--- src/rtl/vov_vote_accumulator.sv ---
// Accumulates thermometer vote vectors over N_WIN windows per frame and
// presents the frame sum plus a threshold decision on a valid/ready output.
module vov_vote_accumulator #(
   parameter int K     = 4,
   parameter int N_WIN = 8,
   parameter int SUM_W = 6
) (
   input  logic             clk,
   input  logic             rst_n,
   input  logic             clear,
   input  logic             vov_valid,
   input  logic [K-1:0]     vov,
   input  logic [SUM_W-1:0] thresh,
   input  logic             out_ready,
   output logic             out_valid,
   output logic [SUM_W-1:0] out_sum,
   output logic             out_vote,
   output logic             bubble_err,
   output logic             ovf_err
);

   localparam int CNT_W = $clog2(K + 1);
   localparam int WIN_W = (N_WIN > 1) ? $clog2(N_WIN) : 1;
   localparam logic [SUM_W-1:0] SUM_MAX = '1;

   typedef enum logic {IDLE, HOLD} state_t;

   state_t             state;
   logic [WIN_W-1:0]   win_cnt;
   logic               win_last;
   logic [CNT_W-1:0]   pop;
   logic               legal;
   logic               s1_valid;
   logic               s1_last;
   logic [CNT_W-1:0]   s1_cnt;
   logic [SUM_W-1:0]   acc;
   logic [SUM_W:0]     sum_ext;
   logic [SUM_W-1:0]   sum_sat;
   logic               final_valid;
   logic               xfer;

   // A legal vote has exactly its popcount of ones packed against the MSB.
   always_comb begin
      pop = '0;
      for (int i = 0; i < K; i++) begin
         pop = pop + CNT_W'(vov[i]);
      end
      legal = (vov == ~({K{1'b1}} >> pop));
   end

   assign win_last = (win_cnt == WIN_W'(N_WIN - 1));

   always_ff @(posedge clk or negedge rst_n) begin
      if (!rst_n) begin
         s1_valid   <= 1'b0;
         s1_last    <= 1'b0;
         s1_cnt     <= '0;
         win_cnt    <= '0;
         bubble_err <= 1'b0;
      end else if (clear) begin
         s1_valid   <= 1'b0;
         s1_last    <= 1'b0;
         s1_cnt     <= '0;
         win_cnt    <= '0;
         bubble_err <= 1'b0;
      end else begin
         s1_valid <= vov_valid;
         if (vov_valid) begin
            s1_cnt  <= pop;
            s1_last <= win_last;
            win_cnt <= win_last ? '0 : win_cnt + WIN_W'(1);
            if (!legal) begin
               bubble_err <= 1'b1;
            end
         end
      end
   end

   // Saturating add so a frame sum can never wrap to a small value.
   always_comb begin
      sum_ext = {1'b0, acc} + (SUM_W + 1)'(s1_cnt);
      sum_sat = sum_ext[SUM_W] ? SUM_MAX : sum_ext[SUM_W-1:0];
   end

   assign final_valid = s1_valid && s1_last;

   always_ff @(posedge clk or negedge rst_n) begin
      if (!rst_n) begin
         acc <= '0;
      end else if (clear) begin
         acc <= '0;
      end else if (s1_valid) begin
         acc <= s1_last ? '0 : sum_sat;
      end
   end

   assign xfer = (state == HOLD) && out_ready;

   // A final arriving while an untransferred result is held is dropped.
   always_ff @(posedge clk or negedge rst_n) begin
      if (!rst_n) begin
         state     <= IDLE;
         out_valid <= 1'b0;
         out_sum   <= '0;
         out_vote  <= 1'b0;
         ovf_err   <= 1'b0;
      end else if (clear) begin
         state     <= IDLE;
         out_valid <= 1'b0;
         out_sum   <= '0;
         out_vote  <= 1'b0;
         ovf_err   <= 1'b0;
      end else begin
         case (state)
            IDLE: begin
               if (final_valid) begin
                  state     <= HOLD;
                  out_valid <= 1'b1;
                  out_sum   <= sum_sat;
                  out_vote  <= (sum_sat >= thresh);
               end
            end
            HOLD: begin
               if (xfer) begin
                  if (final_valid) begin
                     out_sum  <= sum_sat;
                     out_vote <= (sum_sat >= thresh);
                  end else begin
                     state     <= IDLE;
                     out_valid <= 1'b0;
                  end
               end else if (final_valid) begin
                  ovf_err <= 1'b1;
               end
            end
            default: begin
               state     <= IDLE;
               out_valid <= 1'b0;
            end
         endcase
      end
   end

endmodule

--- config.mk ---
export PLATFORM = sky130hd
export DESIGN_NAME = vov_vote_accumulator
export DESIGN_NICKNAME = d
export VERILOG_FILES = /design/src/rtl/vov_vote_accumulator.sv
export SDC_FILE = /design/constraint.sdc
export NUM_CORES = 1
export LEC_CHECK = 0
export ABC_CLOCK_PERIOD_IN_PS = 2930
export CAP_MARGIN = 20
export CORE_MARGIN = 2
export CORE_UTILIZATION = 52
export DETAILED_ROUTE_END_ITERATION = 8
export PLACE_DENSITY = 0.89
export SYNTH_ARGS = -nofsm -noshare
export SYNTH_HDL_FRONTEND = slang
export SYNTH_SLANG_ARGS = --single-unit
--- constraint.sdc ---
create_clock -name clk -period 2.93 [get_ports clk]
set_input_delay 0.586 -clock clk [delete_from_list [all_inputs] [get_ports clk]]
set_output_delay 0.586 -clock clk [all_outputs]
set_load 0.02 [all_outputs]
==> results.rst, run 1 <==
.. list-table::
   :header-rows: 1

   * - Metric
     - Value
   * - Dominant synthesized flop cell
     - sky130_fd_sc_hd__dfrtp_1
   * - Non-filler instance count after layout
     - 209
   * - Number of violations reported at the end of detailed-routing iteration 0
     - 59
   * - Type of origin of the critical path
     - register
   * - PwrDens
     - 357 mW/mm^2
   * - Signed area change from the synthesized netlist to the final layout
     - 21.7%
   * - Fraction of final layout cells with drive strength greater than 1
     - 0.0843
   * - Number of setup violations in the final report
     - 0
   * - CTS sink count
     - 25
   * - Initial Utilization
     - 0.547
   * - Antenna cell count
     - 0
   * - Min-delay worst type
     - register to register
   * - RSZ-0062 raised after global routing
     - false
   * - Total global routing track utilization
     - 0.203
   * - Worst hold margin
     - approximately 0.50 ns
   * - Area of placed instances
     - 0.00179 mm^2
   * - Largest net degree at the start of global routing
     - 26
   * - Number of buffers created by CTS
     - 3
   * - Residual DRC
     - 0
   * - Crit share post-route
     - 0.907
   * - Root Buffer Master
     - sky130_fd_sc_hd__clkbuf_4
   * - Via total after detailed routing
     - approximately 1,200
   * - Detail-routed net length per standard cell
     - 14.9 um
   * - Count of placed standard cells including taps
     - roughly 210
   * - Final Critical Period
     - 2.66 ns
   * - H-tree depth reported by CTS
     - 1
   * - Async set-or-reset flop fraction in the synthesized netlist
     - 1.00
   * - Total core area
     - 0.00273 mm^2
   * - Vias in the first global route
     - 1,238
   * - Post-synthesis instance total
     - 150
   * - Detailed placer's ending HPWL
     - roughly 2400 um
   * - Net total in the final layout
     - 210
   * - Post-Route Setup TNS
     - 0 ns
   * - Detail-routed via count per cell
     - 5.78
   * - Final Slew Violations
     - 0
   * - Type of destination of the critical path
     - register
   * - Worst path arrival time
     - around 2.9 ns
   * - Antenna viol nets, final
     - 0
   * - Static leakage
     - 0.895 nW
   * - Startpoint-to-endpoint class of the critical path
     - register to register
   * - Number of detailed-route iterations in the first pass
     - 6
   * - Floorplan die area
     - 0.00332 mm^2
   * - Floorplan die width
     - 57.6 um
   * - Number of enable-type register cells in the synthesized netlist
     - 0
   * - Boundary Pins
     - 25
   * - Height of the die
     - 57.6 um
   * - Port Buffers
     - 24
   * - CP Max Fanout
     - 3
   * - Routability-driven placement congestion ratio
     - 0.895
   * - Setup skew after layout
     - 0.00674 ns
   * - Maximum clock rate
     - 376 MHz
   * - Most common cell after layout, fill and taps aside
     - sky130_fd_sc_hd__dfrtp_1
   * - Count of hold-fix buffers inserted at cts
     - 0
   * - Worst-skew pair later-pin latency
     - approximately 0.33 ns
   * - Row count
     - 19
   * - Netlist area before placement
     - ~0.0015 mm^2
   * - Routed WL
     - 3120 um
   * - Remaining global-route overflow
     - 0
   * - Hold Fails Final Rpt
     - 0
   * - Layout Cell Area excl Fill
     - 0.00182 mm^2
   * - Slew at the pin closest to its max-slew limit
     - around 0.67 ns
   * - Worst vdd ir
     - roughly 0.00041 V
   * - Gates resized, CTS repair
     - 0
   * - Clock transition at the registers of the reported paths
     - 0.15 ns
   * - Sequential cell area fraction in the yosys report
     - 0.418
   * - Worst Path Required
     - between 3 and 4 ns
   * - Slew Limit Headroom
     - 0.555
   * - Top library cells by usage in the layout, fill and taps aside
     - 25 x sky130_fd_sc_hd__dfrtp_1, 24 x sky130_fd_sc_hd__clkdlybuf4s50_1, 20 x sky130_fd_sc_hd__nor2_1
   * - Yosys warns
     - 0
   * - Longest Clk Path Bufs
     - 2
   * - Wire length of the first global-routing pass
     - 5310 um
   * - Post-CTS setup-driven buffer insertion count
     - 0
   * - Initial antenna violation count
     - 0
   * - Result of the run
     - finished clean
   * - Syn Nets
     - 181
   * - Clock tree from TritonCTS
     - built
   * - Post-synthesis sequential element count
     - 25
   * - Synthesized area per cell
     - 9.97 um^2
   * - Count of distinct cell types in the synthesized netlist
     - 33
   * - Max-cap viol count
     - 0
-- cell families after synthesis --
family	synth area share
buf+inv	0.0310
mux	0.0644
simple gates	0.143
xor+xnor	0.0234
flops	0.418
compound gates	0.176
fa+ha+maj	0.144
-- area by class of cell --
type                    count  area [um^2]
clock buffers               3         22.5
repair buffers             28          270
multi-input cells         113          823
clock inverters             1         8.76
inverters                   8         30.0
well taps                  31         38.8
fillers                   199          915
flip-flops and latches     25          626
-- worst paths after layout --
kind | endpoint | start | slack (ns) | cells past startpoint
setup / recovery | out_vote | s1_cnt[0] | 0.27 | 10
hold / removal | out_sum[0] | out_sum[0] | 0.50 | 2
setup reg to reg | out_vote | s1_cnt[0] | 0.27 | 10
hold reg to reg | out_sum[0] | out_sum[0] | 0.50 | 2
max in group asynchronous | acc[0] | rst_n | 2.08 | 2
min in group asynchronous | out_sum[4] | rst_n | 0.60 | 2
-- Yosys cell counts (2+ instances only) --
master | count | area, um^2
sky130_fd_sc_hd__dfrtp_1 | 25 | 626
sky130_fd_sc_hd__nor2_1 | 20 | 75.1
sky130_fd_sc_hd__ha_1 | 14 | 175
sky130_fd_sc_hd__a21oi_1 | 8 | 40.0
sky130_fd_sc_hd__inv_1 | 8 | 30.0
sky130_fd_sc_hd__mux2i_1 | 7 | 70.1
sky130_fd_sc_hd__o21ai_0 | 7 | 35.0
sky130_fd_sc_hd__a22o_1 | 6 | 52.6
sky130_fd_sc_hd__nand2_1 | 6 | 22.5
sky130_fd_sc_hd__a21o_1 | 5 | 37.5
sky130_fd_sc_hd__nor3_1 | 5 | 25.0
sky130_fd_sc_hd__nand3_1 | 4 | 20.0
sky130_fd_sc_hd__clkbuf_1 | 3 | 11.3
sky130_fd_sc_hd__nand2b_1 | 3 | 18.8
sky130_fd_sc_hd__nor2b_1 | 3 | 18.8
sky130_fd_sc_hd__xnor2_1 | 3 | 26.3
sky130_fd_sc_hd__a211oi_1 | 2 | 15.0
sky130_fd_sc_hd__a311oi_1 | 2 | 17.5
sky130_fd_sc_hd__a31oi_1 | 2 | 12.5
sky130_fd_sc_hd__and2_2 | 2 | 15.0
sky130_fd_sc_hd__fa_1 | 2 | 40.0
sky130_fd_sc_hd__or3_1 | 2 | 12.5
-- power breakdown --
part           switching [mW]  total (mW)  internal (mW)  leakage, nW
Clock                   0.111       0.167         0.0557       0.0183
Combinational          0.0631       0.119         0.0563        0.533
Sequential            0.00872       0.363          0.354        0.344
Total                   0.183       0.649          0.466        0.895
-- sequential cells by signal, summed over array words and instances (netlist names) --
register    count
s1_valid        1
ovf_err         1
bubble_err      1
out_valid       1
s1_cnt          3
state           1
out_vote        1
out_sum         6
win_cnt         3
s1_last         1
acc             6
-- stage by stage --
stage	setup WS, ns	util	total power, mW
CTS	0.254	0.665	0.656
detailed placement	0.102	0.654	0.489
finish	0.271	0.665	0.649
global placement	0.257	0.654	0.480
global route	0.0937	0.665	0.685
floorplan	0.364	-	0.438
-- layer usage --
| metal | vias up | share of wire | GRT usage |
|---|---|---|---|
| met4 | 0 | 0 | 0.0233 |
| met1 | 587 | 0.43 | 0.246 |
| met5 | - | 0 | 0 |
| met3 | 0 | 0.047 | 0.0491 |
| met2 | 34 | 0.52 | 0.375 |
| li1 | 586 | - | - |
-- critical path, cell delays in order, from the launching register on --
cell and delay [ns]:
sky130_fd_sc_hd__dfrtp_1 0.42, sky130_fd_sc_hd__ha_1 0.25, sky130_fd_sc_hd__fa_1 0.45, sky130_fd_sc_hd__a21oi_2 0.17, sky130_fd_sc_hd__nor2b_1 0.08, sky130_fd_sc_hd__mux2_4 0.32
sky130_fd_sc_hd__ha_1 0.29, sky130_fd_sc_hd__a21o_1 0.19, sky130_fd_sc_hd__a21oi_1 0.13, sky130_fd_sc_hd__o21ai_0 0.09, sky130_fd_sc_hd__a22o_1 0.18
(Power assumes the default switching activity.)
==> run 2, diff against run 1 <==
--- a/config.mk
+++ b/config.mk
@@ -8,9 +8,11 @@
 export ABC_CLOCK_PERIOD_IN_PS = 2930
 export CAP_MARGIN = 20
 export CORE_MARGIN = 2
-export CORE_UTILIZATION = 52
+export CORE_UTILIZATION = 55
+export CTS_BUF_LIST = sky130_fd_sc_hd__clkbuf_4
 export DETAILED_ROUTE_END_ITERATION = 8
-export PLACE_DENSITY = 0.89
+export PLACE_DENSITY = 0.93
+export SKIP_CTS_REPAIR_TIMING = 1
 export SYNTH_ARGS = -nofsm -noshare
 export SYNTH_HDL_FRONTEND = slang
 export SYNTH_SLANG_ARGS = --single-unit
==> run 2 against run 1 <==
  * Cell count shrank 0.48%
  * Power shrank 0.52%
  * Fmax is 0.85% lower
  * Core utilization is 5.5 points higher
  * First-iteration DRC count fell by 20%
  * Via count rose by 2.7%
  * Critical path depth increased by 2
  * Register-to-register slack lost 0.02 ns
  * Sequential share of layout area about the same
  * Die area shrank 5.1%
  * Hold slack improved by 0.013 ns
  * Global-route usage grew 1.1 points
  * Highest routed layer is now met4
==> results.rst, run 2 (same netlist as run 1, synthesis figures left out) <==
.. list-table::
   :header-rows: 1

   * - Metric
     - Value
   * - Slew at the pin closest to its max-slew limit
     - around 0.57 ns
   * - Met2 layer wire length in the routed design
     - 1640 um
   * - Type of origin of the critical path
     - register
   * - Worst path arrival time
     - 2.92 ns
   * - Floorplan die width
     - 56.1 um
   * - Total core area
     - 0.00252 mm^2
   * - Worst vdd ir
     - 0.000411 V
   * - CTS sink count
     - 25
   * - Via total after detailed routing
     - between 1,000 and 1,500
   * - Antenna viol nets, final
     - 0
   * - Final Slew Violations
     - 0
   * - Post-Route Setup TNS
     - 0 ns
   * - Setup WS post-layout
     - 0.249 ns
   * - Final Critical Period
     - between 2 and 3 ns
   * - Area of the multi-input gates
     - 823 um^2
   * - Row count
     - 18
   * - Static leakage
     - 0.890 nW
   * - H-tree depth reported by CTS
     - 1
   * - Antenna cell count
     - 0
   * - Clock tree from TritonCTS
     - built
   * - Vias in the first global route
     - 1,269
   * - Height of the die
     - around 56 um
   * - Detail-routed net length per standard cell
     - between 15 and 20 um
   * - Detail-routed via count per cell
     - ~6.0
   * - Root Buffer Master
     - sky130_fd_sc_hd__clkbuf_4
   * - Initial Utilization
     - 0.593
   * - Fraction of final layout cells with drive strength greater than 1
     - 0.0843
   * - Port Buffers
     - 24
   * - Min-delay worst type
     - register to register
   * - Worst reg2reg path depth
     - 12
   * - Count of placed standard cells including taps
     - 204
   * - Overall Power
     - 645 uW
   * - Wire length of the first global-routing pass
     - 5440 um
   * - Crit share post-route
     - 0.915
   * - Detailed placer's ending HPWL
     - 2400 um
   * - Endpoint of the most critical register-to-register path
     - out_vote
   * - Worst hold start
     - out_sum[5]
   * - Met1 WL
     - 1310 um
   * - Hold path cells
     - 1
   * - Worst slack at placement
     - roughly 0.10 ns
   * - Total of fill cells in the finished design
     - 175
   * - Max-cap viol count
     - 0
   * - Destination of the worst hold path
     - out_sum[5]
   * - Net total in the final layout
     - 210
   * - Type of destination of the critical path
     - register
   * - Worst-skew pair later-pin latency
     - 0.33 ns
   * - Clock transition at the registers of the reported paths
     - about 0.15 ns
   * - Setup skew after layout
     - roughly 0.0073 ns
   * - Post-layout util
     - 0.720
   * - Worst Path Required
     - 3.17 ns
   * - Flip-flop and latch area
     - 626 um^2
   * - Most common cell after layout, fill and taps aside
     - sky130_fd_sc_hd__dfrtp_1
   * - Maximum clock rate
     - 373 MHz
   * - PwrDens
     - 355 mW/mm^2
   * - Longest Clk Path Bufs
     - 2
   * - CP Max Fanout
     - 5
   * - Total global routing track utilization
     - 0.214
   * - Registers with the highest flip-flop counts
     - acc (6), out_sum (6)
   * - Number of detailed-route iterations in the first pass
     - 4
   * - Remaining global-route overflow
     - 0
   * - Result of the run
     - finished clean
   * - Highest routed metal layer
     - met4
   * - Routability-driven placement congestion ratio
     - 0.869
   * - Number of buffers created by CTS
     - 3
   * - Initial antenna violation count
     - 0
   * - Residual DRC
     - 0
   * - Hold Fails Final Rpt
     - 0
   * - RSZ-0062 raised after global routing
     - false
   * - Flop2flop setup slack
     - 0.25 ns
   * - Top library cells by usage in the layout, fill and taps aside
     - 25 x sky130_fd_sc_hd__dfrtp_1, 24 x sky130_fd_sc_hd__clkdlybuf4s50_1, 20 x sky130_fd_sc_hd__nor2_1
   * - Floorplan die area
     - 0.00315 mm^2
   * - Signed area change from the synthesized netlist to the final layout
     - 21.5%
   * - Met3 layer wire length in the routed design
     - 171 um
   * - Worst reg2reg path startpoint
     - s1_cnt[0]
   * - Routed WL
     - 3140 um
   * - Slew Limit Headroom
     - 0.619
   * - Number of setup violations in the final report
     - 0
   * - Non-filler instance count after layout
     - between 200 and 250
   * - Startpoint-to-endpoint class of the critical path
     - register to register
   * - Boundary Pins
     - 25
   * - Number of violations reported at the end of detailed-routing iteration 0
     - 47
   * - Largest net degree at the start of global routing
     - 26
run 2: cell types whose count changed in the layout (fill, tap and decap cells not counted), sizes merged:
cell	before	now
inv	9	8
clkinvlp	0	1
run 2: worst max-delay path by stage:
| stage | from | end | slack (ns) | depth (start not counted) |
|---|---|---|---|---|
| detailed placement | vov[0] | bubble_err | 0.10 | 8 |
| CTS | s1_cnt[0] | out_vote | 0.25 | 11 |
| finish | s1_cnt[0] | out_vote | 0.25 | 12 |
| global route | s1_cnt[0] | out_vote | 0.07 | 11 |
| floorplan | s1_cnt[0] | out_vote | 0.36 | 10 |
| global placement | vov[0] | bubble_err | 0.26 | 8 |
run 2: where the power goes:
part / switching (mW) / total [mW] / leakage, nW / internal, mW
sequential: 0.00855 / 0.363 / 0.344 / 0.354
clock: 0.111 / 0.163 / 0.0139 / 0.0522
combinational: 0.0633 / 0.120 / 0.532 / 0.0568
total: 0.182 / 0.645 / 0.890 / 0.463
run 2: critical path, cell delays in order, from the launching register on:
cell	delay, ns
sky130_fd_sc_hd__dfrtp_1	0.42
sky130_fd_sc_hd__ha_1	0.25
sky130_fd_sc_hd__fa_1	0.45
sky130_fd_sc_hd__a21oi_2	0.17
sky130_fd_sc_hd__buf_4	0.15
sky130_fd_sc_hd__nor2_1	0.07
sky130_fd_sc_hd__nor2_1	0.22
sky130_fd_sc_hd__inv_1	0.08
sky130_fd_sc_hd__ha_1	0.19
sky130_fd_sc_hd__a21o_1	0.16
sky130_fd_sc_hd__a31oi_1	0.16
sky130_fd_sc_hd__o21ai_0	0.11
sky130_fd_sc_hd__a22o_1	0.18
run 2: routing by layer:
layer / up-vias / track usage
met3: 2 / 0.0512
met2: 40 / 0.376
met5: - / 0
met1: 606 / 0.265
met4: 0 / 0.0476
li1: 592 / -
run 2: stage by stage:
stage	hold slack (ns)	cell area [um^2]
detailed placement	0.480	1790
CTS	0.521	1820
global route	0.542	1820
global placement	0.467	1790
floorplan	0.290	1500
finish	0.518	1820
run 2: layout make-up:
type                       instances  area share
timing repair buffer              28       0.149
clock inverter                     1     0.00413
multi-input combinational        113       0.453
clock buffer                       3      0.0124
tap                               30      0.0207
inverter                           8      0.0165
sequential                        25       0.344
==> run 3, diff against run 2 <==
--- a/config.mk
+++ b/config.mk
@@ -11,7 +11,8 @@
 export CORE_UTILIZATION = 55
 export CTS_BUF_LIST = sky130_fd_sc_hd__clkbuf_4
 export DETAILED_ROUTE_END_ITERATION = 8
-export PLACE_DENSITY = 0.93
+export HOLD_SLACK_MARGIN = 0.06
+export PLACE_DENSITY = 0.86
 export SKIP_CTS_REPAIR_TIMING = 1
 export SYNTH_ARGS = -nofsm -noshare
 export SYNTH_HDL_FRONTEND = slang
==> run 3 against run 2 <==
  * Power is 0.89% lower
  * First-iteration DRC count is 45% lower
  * Clock power is 4% lower
  * Sequential share of layout area hardly changed
  * Non-clock buffer count stayed put
  * Largest power group unchanged
  * Hold slack worse by 0.0022 ns
  * Sequential power hardly changed
  * Fmax is 0.78% higher
  * Core utilization is 0.099 points lower
  * Count of clock-buffer cells in the layout stayed put
==> results.rst, run 3 (same netlist as run 1, synthesis figures left out) <==
.. list-table::
   :header-rows: 1

   * - Metric
     - Value
   * - Result of the run
     - finished clean
   * - Port Buffers
     - 24
   * - Post-Route Setup TNS
     - 0 ns
   * - Launch point of the critical path
     - s1_cnt[0]
   * - Root Buffer Master
     - sky130_fd_sc_hd__clkbuf_4
   * - Maximum clock rate
     - between 300 and 400 MHz
   * - Net total in the final layout
     - 210
   * - Max-cap viol count
     - 0
   * - Detailed placer's ending HPWL
     - 2420 um
   * - Fraction of final layout cells with drive strength greater than 1
     - 0.0843
   * - Remaining global-route overflow
     - 0
   * - Number of violations reported at the end of detailed-routing iteration 0
     - 26
   * - Initial antenna violation count
     - 0
   * - Slew at the pin closest to its max-slew limit
     - about 0.69 ns
   * - Most common cell after layout, fill and taps aside
     - sky130_fd_sc_hd__dfrtp_1
   * - Top library cells by usage in the layout, fill and taps aside
     - 25 x sky130_fd_sc_hd__dfrtp_1, 24 x sky130_fd_sc_hd__clkdlybuf4s50_1, 20 x sky130_fd_sc_hd__nor2_1
   * - Via total after detailed routing
     - 1,226
   * - Final Critical Period
     - 2.66 ns
   * - Floorplan die width
     - 56.1 um
   * - Number of setup violations in the final report
     - 0
   * - Number of detailed-route iterations in the first pass
     - 4
   * - Row count
     - 18
   * - Height of the die
     - around 56 um
   * - Met2 layer wire length in the routed design
     - around 1600 um
   * - CTS sink count
     - 25
   * - Clock transition at the registers of the reported paths
     - between 0.1 and 0.15 ns
   * - CP Max Fanout
     - 5
   * - Boundary Pins
     - 25
   * - Met1 WL
     - 1440 um
   * - Antenna viol nets, final
     - 0
   * - Vias in the first global route
     - 1,243
   * - Clock tree from TritonCTS
     - built
   * - Type of destination of the critical path
     - register
   * - Longest Clk Path Bufs
     - 2
   * - Floorplan die area
     - 0.00315 mm^2
   * - Worst reg2reg path startpoint
     - s1_cnt[0]
   * - Total of fill cells in the finished design
     - 214
   * - Highest routed metal layer
     - met4
   * - Residual DRC
     - 0
   * - Type of origin of the critical path
     - register
   * - Hold Fails Final Rpt
     - 0
   * - Worst Path Required
     - 3.16 ns
   * - RSZ-0062 raised after global routing
     - false
   * - Startpoint-to-endpoint class of the critical path
     - register to register
   * - Worst hold start
     - acc[0]
   * - Final Slew Violations
     - 0
   * - Worst vdd ir
     - approximately 0.00034 V
   * - Crit share post-route
     - 0.908
   * - H-tree depth reported by CTS
     - 1
   * - Antenna cell count
     - 0
   * - Static leakage
     - ~0.9 nW
   * - Min-delay worst type
     - register to register
   * - Routed WL
     - 3180 um
   * - Detail-routed via count per cell
     - 5.89
   * - Worst-skew pair later-pin latency
     - 0.33 ns
   * - Total global routing track utilization
     - 0.224
   * - Detail-routed net length per standard cell
     - 15.3 um
   * - PwrDens
     - approximately 350 mW/mm^2
   * - Signed area change from the synthesized netlist to the final layout
     - 21.3%
   * - Total core area
     - 0.00252 mm^2
   * - Routability-driven placement congestion ratio
     - between 0.8 and 0.9
   * - Wire length of the first global-routing pass
     - 5560 um
   * - Largest net degree at the start of global routing
     - 26
   * - Slew Limit Headroom
     - 0.536
   * - Worst path arrival time
     - around 2.9 ns
   * - Number of buffers created by CTS
     - 3
   * - Registers with the highest flip-flop counts
     - acc (6), out_sum (6)
   * - Met3 layer wire length in the routed design
     - 122 um
   * - Initial Utilization
     - 0.593
   * - Post-layout util
     - 0.719
   * - Setup skew after layout
     - 0.00212 ns
[run 3: final timing paths]
check                              to  slack (ns)  cells past startpoint
setup / recovery             out_vote        0.27                     11
hold / removal                 acc[0]        0.52                      2
setup reg to reg             out_vote        0.27                     11
hold reg to reg                acc[0]        0.52                      2
max in group asynchronous  out_sum[0]        2.08                      2
min in group asynchronous      acc[5]        0.60                      2
[run 3: metal layers]
layer  track usage  vias up
li1              -      590
met1         0.302      601
met2         0.360       31
met3        0.0512        4
met4        0.0646        0
met5             0        -
[run 3: final cells by class]
cell class / count / area [um^2] / area share
multi-input combinational: 113 / 823 / 0.454
sequential: 25 / 626 / 0.345
timing repair buffer: 28 / 270 / 0.149
tap: 30 / 37.5 / 0.0207
inverter: 8 / 30.0 / 0.0166
clock buffer: 3 / 22.5 / 0.0124
clock inverter: 1 / 5.00 / 0.00276
[run 3: report_power, final]
part / switching [mW] / internal (mW)
clock: 0.105 / 0.0513
combinational: 0.0642 / 0.0574
sequential: 0.00830 / 0.354
total: 0.177 / 0.463
[run 3: worst max-delay path: stages, from the launching register on]
cell and delay (ns):
sky130_fd_sc_hd__dfrtp_1 0.41, sky130_fd_sc_hd__ha_1 0.25, sky130_fd_sc_hd__fa_1 0.44, sky130_fd_sc_hd__a21oi_2 0.16, sky130_fd_sc_hd__buf_4 0.15, sky130_fd_sc_hd__nor2_1 0.07, sky130_fd_sc_hd__nor2_1 0.21, sky130_fd_sc_hd__ha_1 0.27
sky130_fd_sc_hd__nand2b_1 0.14, sky130_fd_sc_hd__a31oi_1 0.16, sky130_fd_sc_hd__o21ai_0 0.11, sky130_fd_sc_hd__a22o_1 0.19
[run 3: metrics by stage]
| stage | instances | setup slack (ns) | cell area, um^2 | power, mW | hold slack [ns] |
|---|---|---|---|---|---|
| final | 208 | 0.269 | 1810 | 0.640 | 0.515 |
| after global routing | 208 | 0.0393 | 1810 | 0.680 | 0.535 |
| after CTS | 208 | 0.274 | 1810 | 0.642 | 0.519 |
| after detailed placement | 204 | 0.0829 | 1790 | 0.489 | 0.486 |
| after global placement | 204 | 0.246 | 1790 | 0.481 | 0.471 |
| after floorplan | 150 | 0.364 | 1500 | 0.438 | 0.290 |
